==> src/rtl/ex_mem_pkg.sv <==
// Shared EX/MEM definitions: enable levels, NOP encodings, default widths and
// the per-cycle stage action decode used by the pipeline register.
package ex_mem_pkg;

    localparam logic RST_ENABLE    = 1'b1;
    localparam logic WRITE_ENABLE  = 1'b1;
    localparam logic WRITE_DISABLE = 1'b0;

    localparam int DEF_DATA_W     = 32;
    localparam int DEF_REG_ADDR_W = 5;
    localparam int DEF_ALUOP_W    = 8;
    localparam int DEF_CNT_W      = 2;
    localparam int DEF_HOLD_W     = 8;

    localparam int ZERO_WORD     = 0;
    localparam int NOP_REG_ADDR  = 0;
    localparam int ALUOP_NOP     = 0;

    typedef enum logic [1:0] {
        ACT_CLEAR   = 2'd0,
        ACT_BUBBLE  = 2'd1,
        ACT_HOLD    = 2'd2,
        ACT_ADVANCE = 2'd3
    } stage_act_e;

    // stall_mem without stall_ex cannot come from a sane controller; it falls
    // through to advance because only stall_ex gates forward progress.
    function automatic stage_act_e decode_act(input logic rst, input logic flush,
                                              input logic stall_ex, input logic stall_mem);
        if (rst == RST_ENABLE || flush) return ACT_CLEAR;
        if (!stall_ex)                  return ACT_ADVANCE;
        if (stall_mem)                  return ACT_HOLD;
        return ACT_BUBBLE;
    endfunction

endpackage

==> src/rtl/ex_mem_pipe.sv <==
// EX/MEM pipeline register with stall-hold, bubble insertion, flush, a valid
// bit and a feedback path returning partial multi-cycle results to EX.
module ex_mem_pipe
    import ex_mem_pkg::*;
#(
    parameter int DATA_W     = DEF_DATA_W,
    parameter int REG_ADDR_W = DEF_REG_ADDR_W,
    parameter int ALUOP_W    = DEF_ALUOP_W,
    parameter int CNT_W      = DEF_CNT_W,
    parameter int HOLD_W     = DEF_HOLD_W
) (
    input  logic                  clk,
    input  logic                  rst,
    input  logic                  flush,
    input  logic                  stall_ex,
    input  logic                  stall_mem,
    input  logic                  ex_valid,
    input  logic [REG_ADDR_W-1:0] ex_wd,
    input  logic                  ex_wreg,
    input  logic [DATA_W-1:0]     ex_wdata,
    input  logic                  ex_whilo,
    input  logic [DATA_W-1:0]     ex_hi,
    input  logic [DATA_W-1:0]     ex_lo,
    input  logic [ALUOP_W-1:0]    ex_aluop,
    input  logic [DATA_W-1:0]     ex_mem_addr,
    input  logic [DATA_W-1:0]     ex_reg2,
    input  logic [2*DATA_W-1:0]   ex_hilo_temp,
    input  logic [CNT_W-1:0]      ex_cnt,
    output logic                  mem_valid,
    output logic [REG_ADDR_W-1:0] mem_wd,
    output logic                  mem_wreg,
    output logic [DATA_W-1:0]     mem_wdata,
    output logic                  mem_whilo,
    output logic [DATA_W-1:0]     mem_hi,
    output logic [DATA_W-1:0]     mem_lo,
    output logic [ALUOP_W-1:0]    mem_aluop,
    output logic [DATA_W-1:0]     mem_mem_addr,
    output logic [DATA_W-1:0]     mem_reg2,
    output logic [2*DATA_W-1:0]   hilo_o,
    output logic [CNT_W-1:0]      cnt_o,
    output logic [HOLD_W-1:0]     hold_cnt
);

    typedef struct packed {
        logic                  valid;
        logic [REG_ADDR_W-1:0] wd;
        logic                  wreg;
        logic [DATA_W-1:0]     wdata;
        logic                  whilo;
        logic [DATA_W-1:0]     hi;
        logic [DATA_W-1:0]     lo;
        logic [ALUOP_W-1:0]    aluop;
        logic [DATA_W-1:0]     mem_addr;
        logic [DATA_W-1:0]     reg2;
    } mem_fields_t;

    localparam mem_fields_t MEM_NOP = '{
        valid:    1'b0,
        wd:       REG_ADDR_W'(NOP_REG_ADDR),
        wreg:     WRITE_DISABLE,
        wdata:    DATA_W'(ZERO_WORD),
        whilo:    WRITE_DISABLE,
        hi:       DATA_W'(ZERO_WORD),
        lo:       DATA_W'(ZERO_WORD),
        aluop:    ALUOP_W'(ALUOP_NOP),
        mem_addr: DATA_W'(ZERO_WORD),
        reg2:     DATA_W'(ZERO_WORD)
    };

    mem_fields_t   mem_q;
    mem_fields_t   ex_fields;
    stage_act_e    act;

    assign ex_fields = '{
        valid:    ex_valid,
        wd:       ex_wd,
        wreg:     ex_wreg,
        wdata:    ex_wdata,
        whilo:    ex_whilo,
        hi:       ex_hi,
        lo:       ex_lo,
        aluop:    ex_aluop,
        mem_addr: ex_mem_addr,
        reg2:     ex_reg2
    };

    assign act = decode_act(rst, flush, stall_ex, stall_mem);

    // NOTE: state updates use non-blocking assignments so every register samples
    // pre-edge values; reset is synchronous, so it is just the highest-priority case.
    always_ff @(posedge clk) begin
        unique case (act)
            ACT_CLEAR: begin
                mem_q    <= MEM_NOP;
                hilo_o   <= '0;
                cnt_o    <= '0;
                hold_cnt <= '0;
            end
            ACT_BUBBLE: begin
                mem_q    <= MEM_NOP;
                hilo_o   <= ex_hilo_temp;
                cnt_o    <= ex_cnt;
                hold_cnt <= '0;
            end
            ACT_HOLD: begin
                if (hold_cnt != '1) hold_cnt <= hold_cnt + 1'b1;
            end
            ACT_ADVANCE: begin
                mem_q    <= ex_fields;
                hilo_o   <= '0;
                cnt_o    <= '0;
                hold_cnt <= '0;
            end
            default: begin
                mem_q    <= MEM_NOP;
                hilo_o   <= '0;
                cnt_o    <= '0;
                hold_cnt <= '0;
            end
        endcase
    end

    assign mem_valid    = mem_q.valid;
    assign mem_wd       = mem_q.wd;
    assign mem_wreg     = mem_q.wreg;
    assign mem_wdata    = mem_q.wdata;
    assign mem_whilo    = mem_q.whilo;
    assign mem_hi       = mem_q.hi;
    assign mem_lo       = mem_q.lo;
    assign mem_aluop    = mem_q.aluop;
    assign mem_mem_addr = mem_q.mem_addr;
    assign mem_reg2     = mem_q.reg2;

endmodule

==> config.mk <==
export PLATFORM = sky130hd
export DESIGN_NAME = ex_mem_pipe
export DESIGN_NICKNAME = d
export VERILOG_FILES = /design/src/rtl/ex_mem_pkg.sv /design/src/rtl/ex_mem_pipe.sv
export SDC_FILE = /design/constraint.sdc
export NUM_CORES = 1
export LEC_CHECK = 0
export ABC_AREA = 1
export ABC_CLOCK_PERIOD_IN_PS = 19200
export BUFFER_PORTS_ARGS = -buffer_cell sky130_fd_sc_hd__buf_2
export CORE_AREA = 2 2 194 196
export CTS_BUF_LIST = sky130_fd_sc_hd__clkbuf_4 sky130_fd_sc_hd__clkbuf_8
export CTS_CLUSTER_SIZE = 16
export DETAILED_ROUTE_END_ITERATION = 16
export DIE_AREA = 0 0 196 198
export SLEW_MARGIN = 20
export SYNTH_ARGS = -nofsm -noshare
export SYNTH_HDL_FRONTEND = slang
export SYNTH_SLANG_ARGS = --single-unit
==> constraint.sdc <==
create_clock -name clk -period 19.2 [get_ports clk]
set_input_delay 1.92 -clock clk [delete_from_list [all_inputs] [get_ports clk]]
set_output_delay 1.92 -clock clk [all_outputs]
set_load 0.05 [all_outputs]
Yosys cells after proc, flatten, opt, wreduce, memory -nomap -nowiden
Index checks and enable logic that the tools add are counted.
{"block": "word_totals", "regBits": 250, "out_inout_bits": 250, "word_cells": 43}
{"block": "op_classes", "addsub": 1, "n_eq_ne": 5, "muxes": 17, "n_reduce_logical": 7}
{"cell": "$pmux W176 S2", "count": 1}
{"cell": "$pmux W64 S2", "count": 1}
{"cell": "$pmux W8 S2", "count": 1}
{"cell": "$mux W2", "count": 6}
{"cell": "$add A8 B1 Y8 const B", "count": 1}
{"cell": "$mux W8", "count": 1}
{"cell": "$ne A8 B8 Y1 const B", "count": 1}
{"cell": "$mux W1", "count": 6}
{"cell": "$eq A2 B2 Y1 const B", "count": 2}
{"cell": "$pmux W2 S2", "count": 1}
{"cell": "$reduce_bool A2 Y1", "count": 2}
{"cell": "$reduce_or A2 Y1", "count": 2}
{"cell": "$reduce_or A3 Y1", "count": 1}
{"cell": "$eq A2 B1 Y1 const B", "count": 1}
{"cell": "$logic_not A2 Y1", "count": 1}
{"cell": "$ne A2 B2 Y1 const B", "count": 1}
{"cell": "$logic_or A1 B1 Y1", "count": 1}

Depth between registers and ports, before layout
{"block": "logic_depth", "ltp_word": 11, "depth_mapped": 9}

Least setup slack after synthesis
No wires, ideal clock.
{"block": "synth_path", "path_kind": "input to register", "start": "in flush", "end": "reg hold_cnt[2], data pin", "setup_time_ns": 0.493, "t_arrival_ns": 7.333, "t_required_ns": 18.707, "path_slack_ns": 11.374, "cell_stages": 5, "cell_sequence": "nor2_1 o21ai_0 ha_1 inv_1 nor3_1"}
{"block": "synth_between", "elab_chain_len": 6}
{"item": "from (decl)", "line_no": "ex_mem_pipe.sv:14", "source": "input logic flush,"}
{"item": "$logic_or A1 B1 Y1 (*)", "line_no": "ex_mem_pkg.sv:30", "source": "if (rst == RST_ENABLE || flush) return ACT_CLEAR;"}
{"item": "$mux W1 (*)", "line_no": "ex_mem_pkg.sv:30"}
{"item": "$mux W2 (*)", "line_no": "ex_mem_pkg.sv:31", "source": "if (!stall_ex) return ACT_ADVANCE;"}
{"item": "$eq A2 B2 Y1 (tied with other cells)", "line_no": "ex_mem_pipe.sv:92", "source": "unique case (act)"}
{"item": "$reduce_or A3 Y1 (no source line)"}
{"item": "$pmux W8 S2 (*)", "line_no": "ex_mem_pipe.sv:92"}
{"item": "to (signal assigned)", "line_no": "ex_mem_pipe.sv:106", "source": "if (hold_cnt != '1) hold_cnt <= hold_cnt + 1'b1;"}
{"item": "to (decl)", "line_no": "ex_mem_pipe.sv:41", "source": "output logic [HOLD_W-1:0] hold_cnt"}
Every way passes the cells marked *; elsewhere a longest branch is shown, timed or not.
A chain may end at the register's enable or synchronous reset.

Worst setup path after layout
{"block": "layout_path", "start": "in flush", "end": "reg mem_q (netlist bit mem_reg2[22]) (enable)"}
{"block": "layout_between", "elab_chain_len": 6}
{"item": "$logic_or A1 B1 Y1 (*)", "line_no": "ex_mem_pkg.sv:30"}
{"item": "$mux W1 (*)", "line_no": "ex_mem_pkg.sv:30"}
{"item": "$mux W2 (*)", "line_no": "ex_mem_pkg.sv:31"}
{"item": "$eq A2 B1 Y1 / $logic_not A2 Y1 (equally long branches)", "line_no": "ex_mem_pipe.sv:92"}
{"item": "$reduce_or A2 Y1 (no source line)"}
{"item": "$reduce_bool A2 Y1 (no source line) (*)"}
{"item": "to (signal assigned)", "line_no": "ex_mem_pipe.sv:109", "source": "mem_q <= ex_fields;"}
{"item": "to (decl)", "line_no": "ex_mem_pipe.sv:70", "source": "mem_fields_t mem_q;"}
Marks and branches as above.

==> results.md <==
* Clk root buf: sky130_fd_sc_hd__clkbuf_8
* Post-synthesis instance area at 9770 um2
* Buffer count from post-CTS setup fixing at 0
* Placeable core region at 37000 um2
* Floorplan row count at 71
* Setup violations, final at 0
* Die width at 196 um
* Post-Synthesis Cells at 808
* Routed length per placed instance at 14.4 um
* Slew Viols, Final at 0
* Skew-Pair Late Insertion Delay at 0.56 ns
* Residual DRC at 0
* Power spent charging and discharging nets at 0.413 mW
* Startpoint kind of the worst setup timing path: input pin
* Commonest cells after routing, fill and taps aside: sky130_fd_sc_hd__buf_2, sky130_fd_sc_hd__edfxtp_1, sky130_fd_sc_hd__inv_1
* Worst hold stages at 2
* GRT Overall Usage at 12.9%
* First-pass iteration count of the detailed router at 4
* HP Class: flip-flop to flip-flop
* Hold buffer count at cts at 0
* Final Hold Viols at 0
* Register-to-register setup slack at 17.49 ns
* Post-CTS clock slew at the launch and capture registers of the worst setup and hold paths at 0.05 ns
* Wirelength, routed at 26400 um
* Buffer levels on the longest clock path at 3
* Number of antenna violations at the first check in global routing at 4
* Series of cell instances along the critical path: buf_2 -> nor2_1 -> o21ai_0 -> ha_2 -> inv_8 -> buf_4
* Number of maximum-capacitance violations at 0
* Count of buffer and inverter cells on the critical path at 3
* Final #Nets at 1579
* Antenna-violating nets left at 0
* Most common cell after layout, fill and taps aside: sky130_fd_sc_hd__buf_2
* Mean number of vias per cell at 3.89
* Period utilisation layout at 20.5%
* Data arrival time at the worst-slack endpoint at 4.12 ns
* Slowest stage delay, CP at 0.85 ns
* Syn_nets at 1058
* Number of clock sinks at 250
* Share of total power in sequential cells at 47.2%
* Maximum clock frequency at 254 MHz
* Outcome: complete, no violations
* Die area at 38800 um2
* Instance count after placement with tap cells included at 1755
* Slew of the pin with the lowest slew margin at 0.972 ns
* Final cell count without fillers at 1834
* TritonCTS clock tree: done
* Maximum fanout count along the critical path at 105
* Number of H-tree levels at 2
* Vias in the first global route at 6964
* Ports at 497
* Power density normalized to cell area at 102 nW/um2
* Combinational power share at 17.2%
* Flop and latch count out of synthesis at 250
* Worst r2r path cells at 4
* Worst setup EP type: flip-flop
* RSZ-0062 raised after global routing: false
* Net Sw Frac at 29.9%
* Number of buffers inserted by port buffering at 496
* Die boundary height at 198 um
* Worst r2r src: hold_cnt[0]$_SDFFCE_PP0P_
* Endpoint of the worst-slack reg-to-reg timing path: hold_cnt[1]$_SDFFCE_PP0P_
* Share of final-layout standard cells stronger than drive strength 1 at 42.2%
* Overflow after GRT at 0
* DRC violation total after the first TritonRoute iteration at 331
* Final Critical Period at 3.94 ns
* Critical path's top delay family: buffers and inverters
* Clock network fraction of total power at 35.5%
* Peak supply drop at 56.1 uV
* Detailed-route via count at 7142
* Int Power at 0.969 mW
* Required time at the worst-slack endpoint at 19.38 ns
* Setup_tns at 0 ns
* Largest net degree at the start of global routing at 106
* Area growth from synthesis to layout at 38.9%
* Sequential fraction of the synthesis area at 76.9%
* Count of cells resized by post-cts repair at 0
* Mean post-synth cell area at 12.1 um2
* Number of CTS-inserted buffers at 46
* Max_slew headroom at 35.2%
* Clock skew at 0.00378 ns
* Slowest library cell on the worst path: sky130_fd_sc_hd__buf_4
* Number of warnings reported in the yosys synthesis log at 0
* Unique cell type count in the Yosys netlist at 17
* HPWL after detailed placement at 19100 um
* First-pass GRT wire length at 38500 um
* Initial core utilization at 26.4%
* Static leakage power at 7.98 nW
* Hold path startpoint: hold_cnt[4]$_SDFFCE_PP0P_
* WS Path Type: input pin to flip-flop
* Routability-driven placement congestion ratio at 0.822
* Endpoint of the worst hold path: hold_cnt[4]$_SDFFCE_PP0P_
## worst max path at each step
| stage | end | slack (ns) | cells after the start | startpoint |
|---|---|---|---|---|
| after floorplan | hold_cnt[2]$_SDFFCE_PP0P_ | 11.37 | 5 | flush |
| after global placement | mem_hi[24]$_SDFFCE_PP0P_ | 14.68 | 8 | flush |
| after detailed placement | mem_lo[14]$_SDFFCE_PP0P_ | 14.57 | 8 | flush |
| after CTS | mem_lo[14]$_SDFFCE_PP0P_ | 15.21 | 8 | flush |
| after global routing | mem_lo[13]$_SDFFCE_PP0P_ | 15.03 | 8 | flush |
| final | mem_reg2[22]$_SDFFCE_PP0P_ | 15.26 | 6 | flush |
## cells by family after synthesis
group	after synthesis	synth area share, %
buffers and inverters	277	11.8
and+or+nand+nor	272	10.6
DFF	250	76.9
AOI/OAI and AO/OA	6	0.333
adders and majority gates	3	0.384
## power by group through the flow
stage / Clock [mW] / Sequential [mW] / Combinational [mW]
2_1_floorplan: 0 / 0.810 / 0.0236
3_3_place_gp: 0 / 0.663 / 0.239
3_5_place_dp: 0 / 0.664 / 0.240
4_1_cts: 0.512 / 0.653 / 0.240
5_1_grt: 0.532 / 0.656 / 0.249
6_report: 0.491 / 0.653 / 0.238
## worst min-delay path: cells and delay by family, from the launching register on
kind                   cells  cell delay (ns)
AOI/OAI and AO/OA          1             0.12
DFF                        1             0.38
buffers and inverters      1             0.06
## cell usage after synthesis
| cell | n | area share, % |
|---|---|---|
| sky130_fd_sc_hd__nand4_1 | 1 | 0.064 |
| sky130_fd_sc_hd__or2_0 | 1 | 0.064 |
| sky130_fd_sc_hd__edfxtp_1 | 250 | 77 |
| sky130_fd_sc_hd__ha_1 | 3 | 0.38 |
| sky130_fd_sc_hd__buf_4 | 5 | 0.38 |
| sky130_fd_sc_hd__clkbuf_1 | 2 | 0.077 |
| sky130_fd_sc_hd__a21oi_1 | 3 | 0.15 |
| sky130_fd_sc_hd__o21ai_0 | 2 | 0.10 |
| sky130_fd_sc_hd__buf_6 | 11 | 1.3 |
| sky130_fd_sc_hd__nand2_1 | 188 | 7.2 |
| sky130_fd_sc_hd__o21a_1 | 1 | 0.077 |
| sky130_fd_sc_hd__nor3_1 | 1 | 0.051 |
| sky130_fd_sc_hd__inv_1 | 250 | 9.6 |
| sky130_fd_sc_hd__nand3_1 | 2 | 0.10 |
| sky130_fd_sc_hd__buf_2 | 9 | 0.46 |
| sky130_fd_sc_hd__nor2_1 | 78 | 3.0 |
| sky130_fd_sc_hd__nand3_2 | 1 | 0.10 |
## area by class of cell
cell class	count	area [um2]
Antenna cell	1	2.50
Tap cell	474	593
Timing Repair Buffer	500	2520
Multi-Input combinational cell	281	1120
Inverter	250	946
Clock buffer	65	795
Clock inverter	13	80.1
Fill cell	3701	23400
Sequential cell	250	7510
## metal layers
| metal | part of all wire (%) | vias up | global-route usage (%) |
|---|---|---|---|
| met3 | 9.6 | 41 | 5.38 |
| met5 | 0.13 | - | 0 |
| met1 | 41 | 3266 | 15.4 |
| met2 | 47 | 338 | 21.0 |
| li1 | - | 3491 | - |
| met4 | 1.9 | 6 | 4.35 |
## per-stage QoR
step / worst slack [ns] / power, mW / area [um2] / hold slack, ns / util, %
finish: 15.26 / 1.38 / 13600 / 0.673 / 36.7
global route: 15.03 / 1.44 / 13600 / 0.720 / 36.7
CTS: 15.21 / 1.41 / 13600 / 0.673 / 36.7
detailed placement: 14.57 / 0.904 / 12700 / 0.660 / 34.3
global placement: 14.68 / 0.902 / 12700 / 0.633 / 34.3
floorplan: 11.37 / 0.833 / 9770 / 0.908 / -
## state kept, by name, indices dropped and copies added (netlist names)
signal,count
mem_reg2,32
mem_mem_addr,32
mem_valid,1
mem_lo,32
cnt_o,2
hold_cnt,8
mem_aluop,8
mem_whilo,1
mem_wdata,32
hilo_o,64
mem_hi,32
mem_wreg,1
mem_wd,5
No activity file was read; power rests on OpenSTA's default activity.
